===== src/rtl/ps2_keyboard_fifo.sv =====
// PS/2 keyboard receiver with E0/F0 prefix decode and show-ahead event FIFO.
// Define PS2_BREAK_FILTER_EN to drop break (key release) events.
module ps2_keyboard_fifo #(
  parameter int FIFO_DEPTH     = 8,
  parameter int TIMEOUT_CYCLES = 50000,
  parameter int SYNC_STAGES    = 2
) (
  input  logic       Clock,
  input  logic       Reset_n,
  input  logic       iPs2Clk,
  input  logic       iPs2Data,
  input  logic       iRead,
  output logic [7:0] oKeyCode,
  output logic       oExtended,
  output logic       oBreak,
  output logic       oValid,
  output logic       oFull,
  output logic       oOverflow,
  output logic       oFrameErr
);

  localparam int AW = $clog2(FIFO_DEPTH);
  localparam int CW = AW + 1;
  localparam int TW = $clog2(TIMEOUT_CYCLES + 1);

  typedef enum logic [1:0] {
    S_IDLE,
    S_DATA,
    S_PARITY,
    S_STOP
  } state_t;

  logic [SYNC_STAGES-1:0] sclk_q, sclk_d;
  logic [SYNC_STAGES-1:0] sdat_q, sdat_d;
  logic                   prev_q, prev_d;
  logic                   fall;
  logic                   bit_in;

  state_t      state_q, state_d;
  logic [7:0]  shift_q, shift_d;
  logic [2:0]  bcnt_q, bcnt_d;
  logic        par_q, par_d;
  logic [TW-1:0] tmo_q, tmo_d;
  logic        tmo_hit;
  logic        done_q, done_d;
  logic        err_q, err_d;
  logic [7:0]  byte_q, byte_d;

  logic        ext_q, ext_d;
  logic        brk_q, brk_d;
  logic        push;
  logic        pop;
  logic        wr_en;
  logic [9:0]  entry;

  logic [9:0]    mem_q [FIFO_DEPTH];
  logic [9:0]    mem_d [FIFO_DEPTH];
  logic [AW-1:0] wr_q, wr_d;
  logic [AW-1:0] rd_q, rd_d;
  logic [CW-1:0] cnt_q, cnt_d;
  logic          valid_q, valid_d;
  logic          full_q, full_d;
  logic          ovf_q, ovf_d;
  logic [9:0]    head;

  // Shift raw lines into the synchronisers; edge detect on the last stage.
  always_comb begin
    sclk_d = {sclk_q[SYNC_STAGES-2:0], iPs2Clk};
    sdat_d = {sdat_q[SYNC_STAGES-2:0], iPs2Data};
    prev_d = sclk_q[SYNC_STAGES-1];
  end

  assign fall   = prev_q & ~sclk_q[SYNC_STAGES-1];
  assign bit_in = sdat_q[SYNC_STAGES-1];

  // Synchroniser flops idle high so reset looks like a quiet bus.
  always_ff @(posedge Clock or negedge Reset_n) begin
    if (!Reset_n) begin
      sclk_q <= '1;
      sdat_q <= '1;
      prev_q <= 1'b1;
    end else begin
      sclk_q <= sclk_d;
      sdat_q <= sdat_d;
      prev_q <= prev_d;
    end
  end

  assign tmo_hit = (state_q != S_IDLE) &&
                   (tmo_q == TW'(TIMEOUT_CYCLES));

  // Frame state register.
  always_ff @(posedge Clock or negedge Reset_n) begin
    if (!Reset_n) state_q <= S_IDLE;
    else          state_q <= state_d;
  end

  // Frame next-state: advance one step per PS/2 falling edge.
  always_comb begin
    state_d = state_q;
    if (tmo_hit) begin
      state_d = S_IDLE;
    end else if (fall) begin
      unique case (state_q)
        S_IDLE:   if (!bit_in) state_d = S_DATA;
        S_DATA:   if (bcnt_q == 3'd7) state_d = S_PARITY;
        S_PARITY: state_d = S_STOP;
        S_STOP:   state_d = S_IDLE;
        default:  state_d = S_IDLE;
      endcase
    end
  end

  // Frame datapath: shifting, parity/stop check, idle timeout.
  always_comb begin
    shift_d = shift_q;
    bcnt_d  = bcnt_q;
    par_d   = par_q;
    byte_d  = byte_q;
    done_d  = 1'b0;
    err_d   = 1'b0;
    if (state_q == S_IDLE || fall) tmo_d = '0;
    else                           tmo_d = tmo_q + TW'(1);
    if (tmo_hit) begin
      tmo_d   = '0;
      err_d   = 1'b1;
      shift_d = '0;
      bcnt_d  = '0;
    end else if (fall) begin
      unique case (state_q)
        S_IDLE: begin
          bcnt_d  = '0;
          shift_d = '0;
        end
        S_DATA: begin
          shift_d = {bit_in, shift_q[7:1]};
          bcnt_d  = bcnt_q + 3'd1;
        end
        S_PARITY: par_d = bit_in;
        S_STOP: begin
          if ((^{shift_q, par_q}) && bit_in) begin
            done_d = 1'b1;
            byte_d = shift_q;
          end else begin
            err_d = 1'b1;
          end
        end
        default: ;
      endcase
    end
  end

  // Frame datapath registers.
  always_ff @(posedge Clock or negedge Reset_n) begin
    if (!Reset_n) begin
      shift_q <= '0;
      bcnt_q  <= '0;
      par_q   <= 1'b0;
      tmo_q   <= '0;
      done_q  <= 1'b0;
      err_q   <= 1'b0;
      byte_q  <= '0;
    end else begin
      shift_q <= shift_d;
      bcnt_q  <= bcnt_d;
      par_q   <= par_d;
      tmo_q   <= tmo_d;
      done_q  <= done_d;
      err_q   <= err_d;
      byte_q  <= byte_d;
    end
  end

  assign entry = {ext_q, brk_q, byte_q};

  // Prefix decode: E0/F0 arm flags, other bytes become events.
  always_comb begin
    ext_d = ext_q;
    brk_d = brk_q;
    push  = 1'b0;
    if (err_q) begin
      ext_d = 1'b0;
      brk_d = 1'b0;
    end else if (done_q) begin
      unique case (1'b1)
        (byte_q == 8'hE0): ext_d = 1'b1;
        (byte_q == 8'hF0): brk_d = 1'b1;
        default: begin
`ifdef PS2_BREAK_FILTER_EN
          push  = ~brk_q;
`else
          push  = 1'b1;
`endif
          ext_d = 1'b0;
          brk_d = 1'b0;
        end
      endcase
    end
  end

  assign pop   = iRead & valid_q;
  assign wr_en = push & (~full_q | pop);

  // FIFO bookkeeping; a push into a full FIFO only survives alongside a pop.
  always_comb begin
    mem_d = mem_q;
    if (wr_en) mem_d[wr_q] = entry;
    wr_d = wr_en ? wr_q + AW'(1) : wr_q;
    rd_d = pop ? rd_q + AW'(1) : rd_q;
    unique case ({wr_en, pop})
      2'b10:   cnt_d = cnt_q + CW'(1);
      2'b01:   cnt_d = cnt_q - CW'(1);
      default: cnt_d = cnt_q;
    endcase
    valid_d = (cnt_d != '0);
    full_d  = (cnt_d == CW'(FIFO_DEPTH));
    ovf_d   = ovf_q | (push & full_q & ~pop);
  end

  // Decoder flags and FIFO state registers.
  always_ff @(posedge Clock or negedge Reset_n) begin
    if (!Reset_n) begin
      ext_q   <= 1'b0;
      brk_q   <= 1'b0;
      mem_q   <= '{default: '0};
      wr_q    <= '0;
      rd_q    <= '0;
      cnt_q   <= '0;
      valid_q <= 1'b0;
      full_q  <= 1'b0;
      ovf_q   <= 1'b0;
    end else begin
      ext_q   <= ext_d;
      brk_q   <= brk_d;
      mem_q   <= mem_d;
      wr_q    <= wr_d;
      rd_q    <= rd_d;
      cnt_q   <= cnt_d;
      valid_q <= valid_d;
      full_q  <= full_d;
      ovf_q   <= ovf_d;
    end
  end

  assign head      = valid_q ? mem_q[rd_q] : 10'd0;
  assign oKeyCode  = head[7:0];
  assign oExtended = head[9];
`ifdef PS2_BREAK_FILTER_EN
  assign oBreak    = 1'b0;
`else
  assign oBreak    = head[8];
`endif
  assign oValid    = valid_q;
  assign oFull     = full_q;
  assign oOverflow = ovf_q;
  assign oFrameErr = err_q;

endmodule


===== config.mk =====
export PLATFORM = sky130hd
export DESIGN_NAME = ps2_keyboard_fifo
export DESIGN_NICKNAME = d
export VERILOG_FILES = /design/src/rtl/ps2_keyboard_fifo.sv
export SDC_FILE = /design/constraint.sdc
export NUM_CORES = 1
export LEC_CHECK = 0
export BUFFER_PORTS_ARGS = -buffer_cell sky130_fd_sc_hd__buf_2
export CORE_UTILIZATION = 61
export DETAILED_ROUTE_END_ITERATION = 10
export GPL_TIMING_DRIVEN = 0
export PLACE_DENSITY_LB_ADDON = 0.25
export SYNTH_ARGS = -nofsm -noshare
export SYNTH_HDL_FRONTEND = slang
export SYNTH_SLANG_ARGS = --single-unit

===== constraint.sdc =====
create_clock -name Clock -period 4.05 [get_ports Clock]
set_input_delay 0.405 -clock Clock [delete_from_list [all_inputs] [get_ports Clock]]
set_output_delay 0.405 -clock Clock [all_outputs]
set_load 0.005 [all_outputs]

==> results.sh <==
export IMPL_status="finished clean"
export IMPL_hold_depth=3
export IMPL_tns_ns=0
export IMPL_synth_compound_area_frac=0.0341
export IMPL_synth_top_family_by_area="multiplexers"
export IMPL_place_congestion=0.764
export IMPL_rr_worst_depth=12
export IMPL_synthAdderAreaFrac=0.0271
export IMPL_synth_warnings=0
export IMPL_use_met2=0.432
export IMPL_clk_latency_ns=0.52
export IMPL_r2r_end="oValid"
export IMPL_grt_max_degree=104
export IMPL_synth_mux_area_frac=0.245
export IMPL_final_common_cell="dfrtp_1"
export IMPL_antenna_diode_count=0
export IMPL_viasPerCell=5.91
export IMPL_core_area_sq_mm=0.0103
export IMPL_vias=3917
export IMPL_worst_clock_skew_ns=0.0128
export IMPL_grt_pass1_vias=4038
export IMPL_synth_xor_area_share=0.0374
export IMPL_dp_cells=628
export IMPL_grtUsageTotal=0.255
export IMPL_cp_end_kind="flop"
export IMPL_worstPathMaxFanout=10
export IMPL_p_leak_uw=0.00354
export IMPL_tightest_slew_ns=0.928
export IMPL_slew_headroom=0.382
export IMPL_grt_overflow=0
export IMPL_syn_area_per_cell_sq_um=13.7
export IMPL_met3_usage=0.0418
export IMPL_drtIter0Drc=232
export IMPL_synth_edff_count=0
export IMPL_criticalPathCategory="reg2reg"
export IMPL_holdCritStartpoint="iRead"
export IMPL_final_cell_count_no_fill=663
export IMPL_hold_path_class="in2reg"
export IMPL_whs_endpoint="rd_q[0]"
export IMPL_ir_drop_uv=374
export IMPL_hold_violations=0
export IMPL_io_pins=19
export IMPL_max_freq_ghz=0.283
export IMPL_cp_arrival_ns=3.91
export IMPL_syn_inst=473
export IMPL_cts_root_buf="clkbuf_8"
export IMPL_die_area_sq_mm=0.0110
export IMPL_htree_levels=4
export IMPL_die_x_um=105
export IMPL_synth_flop_cell="dfrtp_1"
export IMPL_cap_violations=0
export IMPL_rows=37
export IMPL_met1_usage=0.333
export IMPL_io_buffer_count=18
export IMPL_antenna_found_initial=0
export IMPL_dp_hpwl_um=7870
export IMPL_tritoncts="yes"
export IMPL_area_delta_synth_final_pct=14.2
export IMPL_cts_made_buffers=17
export IMPL_ys_ff_latch=140
export IMPL_final_layout_size_suffix_gt1_frac=0.283
export IMPL_path_clk_slew_ns=0.06
export IMPL_p_per_area_mw_per_mm2=539
export IMPL_mostFrequentLayoutCells="dfrtp_1 (135), mux2_2 (58), mux2_1 (32)"
export IMPL_seq_area_frac_synth=0.543
export IMPL_fin_crit_ns=3.53
export IMPL_wl_per_cell_um=18.9
export IMPL_nets=533
export IMPL_floorplan_initialDensity=0.629
export IMPL_fp_dieH_um=105
export IMPL_ant_nets=0
export IMPL_rrSetupSlack_ns=0.52
export IMPL_firstDrtPassIters=4
export IMPL_drc=0
export IMPL_layout_worst_path_cycle_share=0.872
export IMPL_cp_data_required_time_ns=4.43
export IMPL_clk_path_buf_depth=2
export IMPL_slew_viol_final=0
export IMPL_async_flop_share=1.00
export IMPL_final_setup_viol_count=0
export IMPL_grt_busiest_layer="met2"
export IMPL_yosysUniqueCellTypes=48
export IMPL_rsz0062_at_grt="false"
export IMPL_start_kind="flop"
export IMPL_ctsResizeCount=0
export IMPL_syn_num_nets=492
export IMPL_synthSimpleGateAreaFrac=0.0895
export IMPL_grt_pass1_wl_um=21100
export IMPL_synth_area_sq_mm=0.00646
export IMPL_rr_startpoint="byte_q[2]"
export IMPL_finalWirelength_um=12500
export IMPL_cts_sinks=140
sequential cells by signal, indices dropped and copies added, names as in the netlist, 2 cells and up:
| register | flops |
|---|---|
| mem_q | 80 |
| rd_q | 3 |
| tmo_q | 16 |
| cnt_q | 4 |
| bcnt_q | 3 |
| sdat_q | 2 |
| byte_q | 8 |
| sclk_q | 2 |
| wr_q | 3 |
| state_q | 2 |
| shift_q | 8 |
synthesized netlist by cell type (2+ instances only):
master    number  area (sq um)
or4_1          2          15.0
nand4_1        5          31.3
mux2i_1       12           120
dfstp_2        5           131
xnor2_1       15           131
o21ai_0        7          35.0
and3_1         2          12.5
mux4_2        20           450
nand3_1        5          25.0
a21oi_1        9          45.0
nor2b_1       13          81.3
mux2_1        32           360
nor4b_1        5          43.8
a211oi_1       2          15.0
buf_2         10          50.1
dfrtp_1      135          3380
ha_1          14           175
inv_1         11          41.3
nand2_1       17          63.8
xor2_1        10          87.6
clkbuf_1      12          45.0
nor2_1        31           116
mux2_2        58           653
and4b_1        2          20.0
a22oi_1       10          75.1
nor4bb_1       3          30.0
or3_1          4          25.0
and2_1         2          12.5
cell type report:
class	count	area (sq um)
Fill cell	678	2900
Multi-Input combinational cell	297	2800
Tap cell	136	170
Sequential cell	140	3510
Timing Repair Buffer	22	154
Clock inverter	13	169
Inverter	12	47.5
Clock buffer	19	422
Buffer	24	104
logic make-up after synthesis:
| logic type | Yosys count |
|---|---|
| buf+inv | 36 |
| mux | 122 |
| xor+xnor | 26 |
| compound gates | 34 |
| flops | 140 |
| simple gates | 101 |
| fa+ha+maj | 14 |
critical path: stages, from the launching register on:
cell and delay, ns:
dfrtp_1 0.50, nand4b_1 0.24, or4_1 0.52, and3_4 0.25, inv_4 0.12, ha_1 0.27, xor2_1 0.10, ha_1 0.18
a21oi_1 0.14, xor2_1 0.17, nor2_1 0.07, xor2_1 0.17, or4b_2 0.68
layer usage:
layer  wire [um]  vias to the layer above  share of wire
li1            -                     1790              -
met1        5420                     2052           0.43
met2        6660                       63           0.53
met3         311                       12          0.025
met4         126                        0          0.010
met5           0                        -              0
through the flow:
| step | worst slack [ns] | cell area (sq um) | hold WS, ns | power [uW] | util |
|---|---|---|---|---|---|
| global placement | 0.605 | 6720 | 0.346 | 2420 | 0.654 |
| floorplan | 0.895 | 6460 | 0.109 | 2220 | - |
| CTS | 0.518 | 7370 | 0.256 | 4010 | 0.718 |
| global route | 0.394 | 7370 | 0.279 | 4160 | 0.718 |
| finish | 0.519 | 7370 | 0.286 | 3980 | 0.718 |
| detailed placement | 0.562 | 6750 | 0.331 | 2460 | 0.657 |
how the worst max path moves through the flow:
stage	from	end	slack (ns)
floorplan	byte_q[0]	oValid	0.89
global placement	byte_q[2]	oValid	0.61
detailed placement	byte_q[2]	oValid	0.56
CTS	byte_q[2]	oValid	0.52
global route	byte_q[2]	oValid	0.39
finish	byte_q[2]	oValid	0.52
where the power goes:
part / internal, uW / switching, uW
sequential: 1520 / 109
clock: 942 / 600
combinational: 349 / 461
what timing repair did:
| item | 4_1_cts | 5_1_grt |
|---|---|---|
| hold endpoints to repair | 39 | 0 |
| hold buffers | 3 | 0 |
| setup buffers | 0 | 0 |
Note: power is estimated with default switching activity, not from simulation.
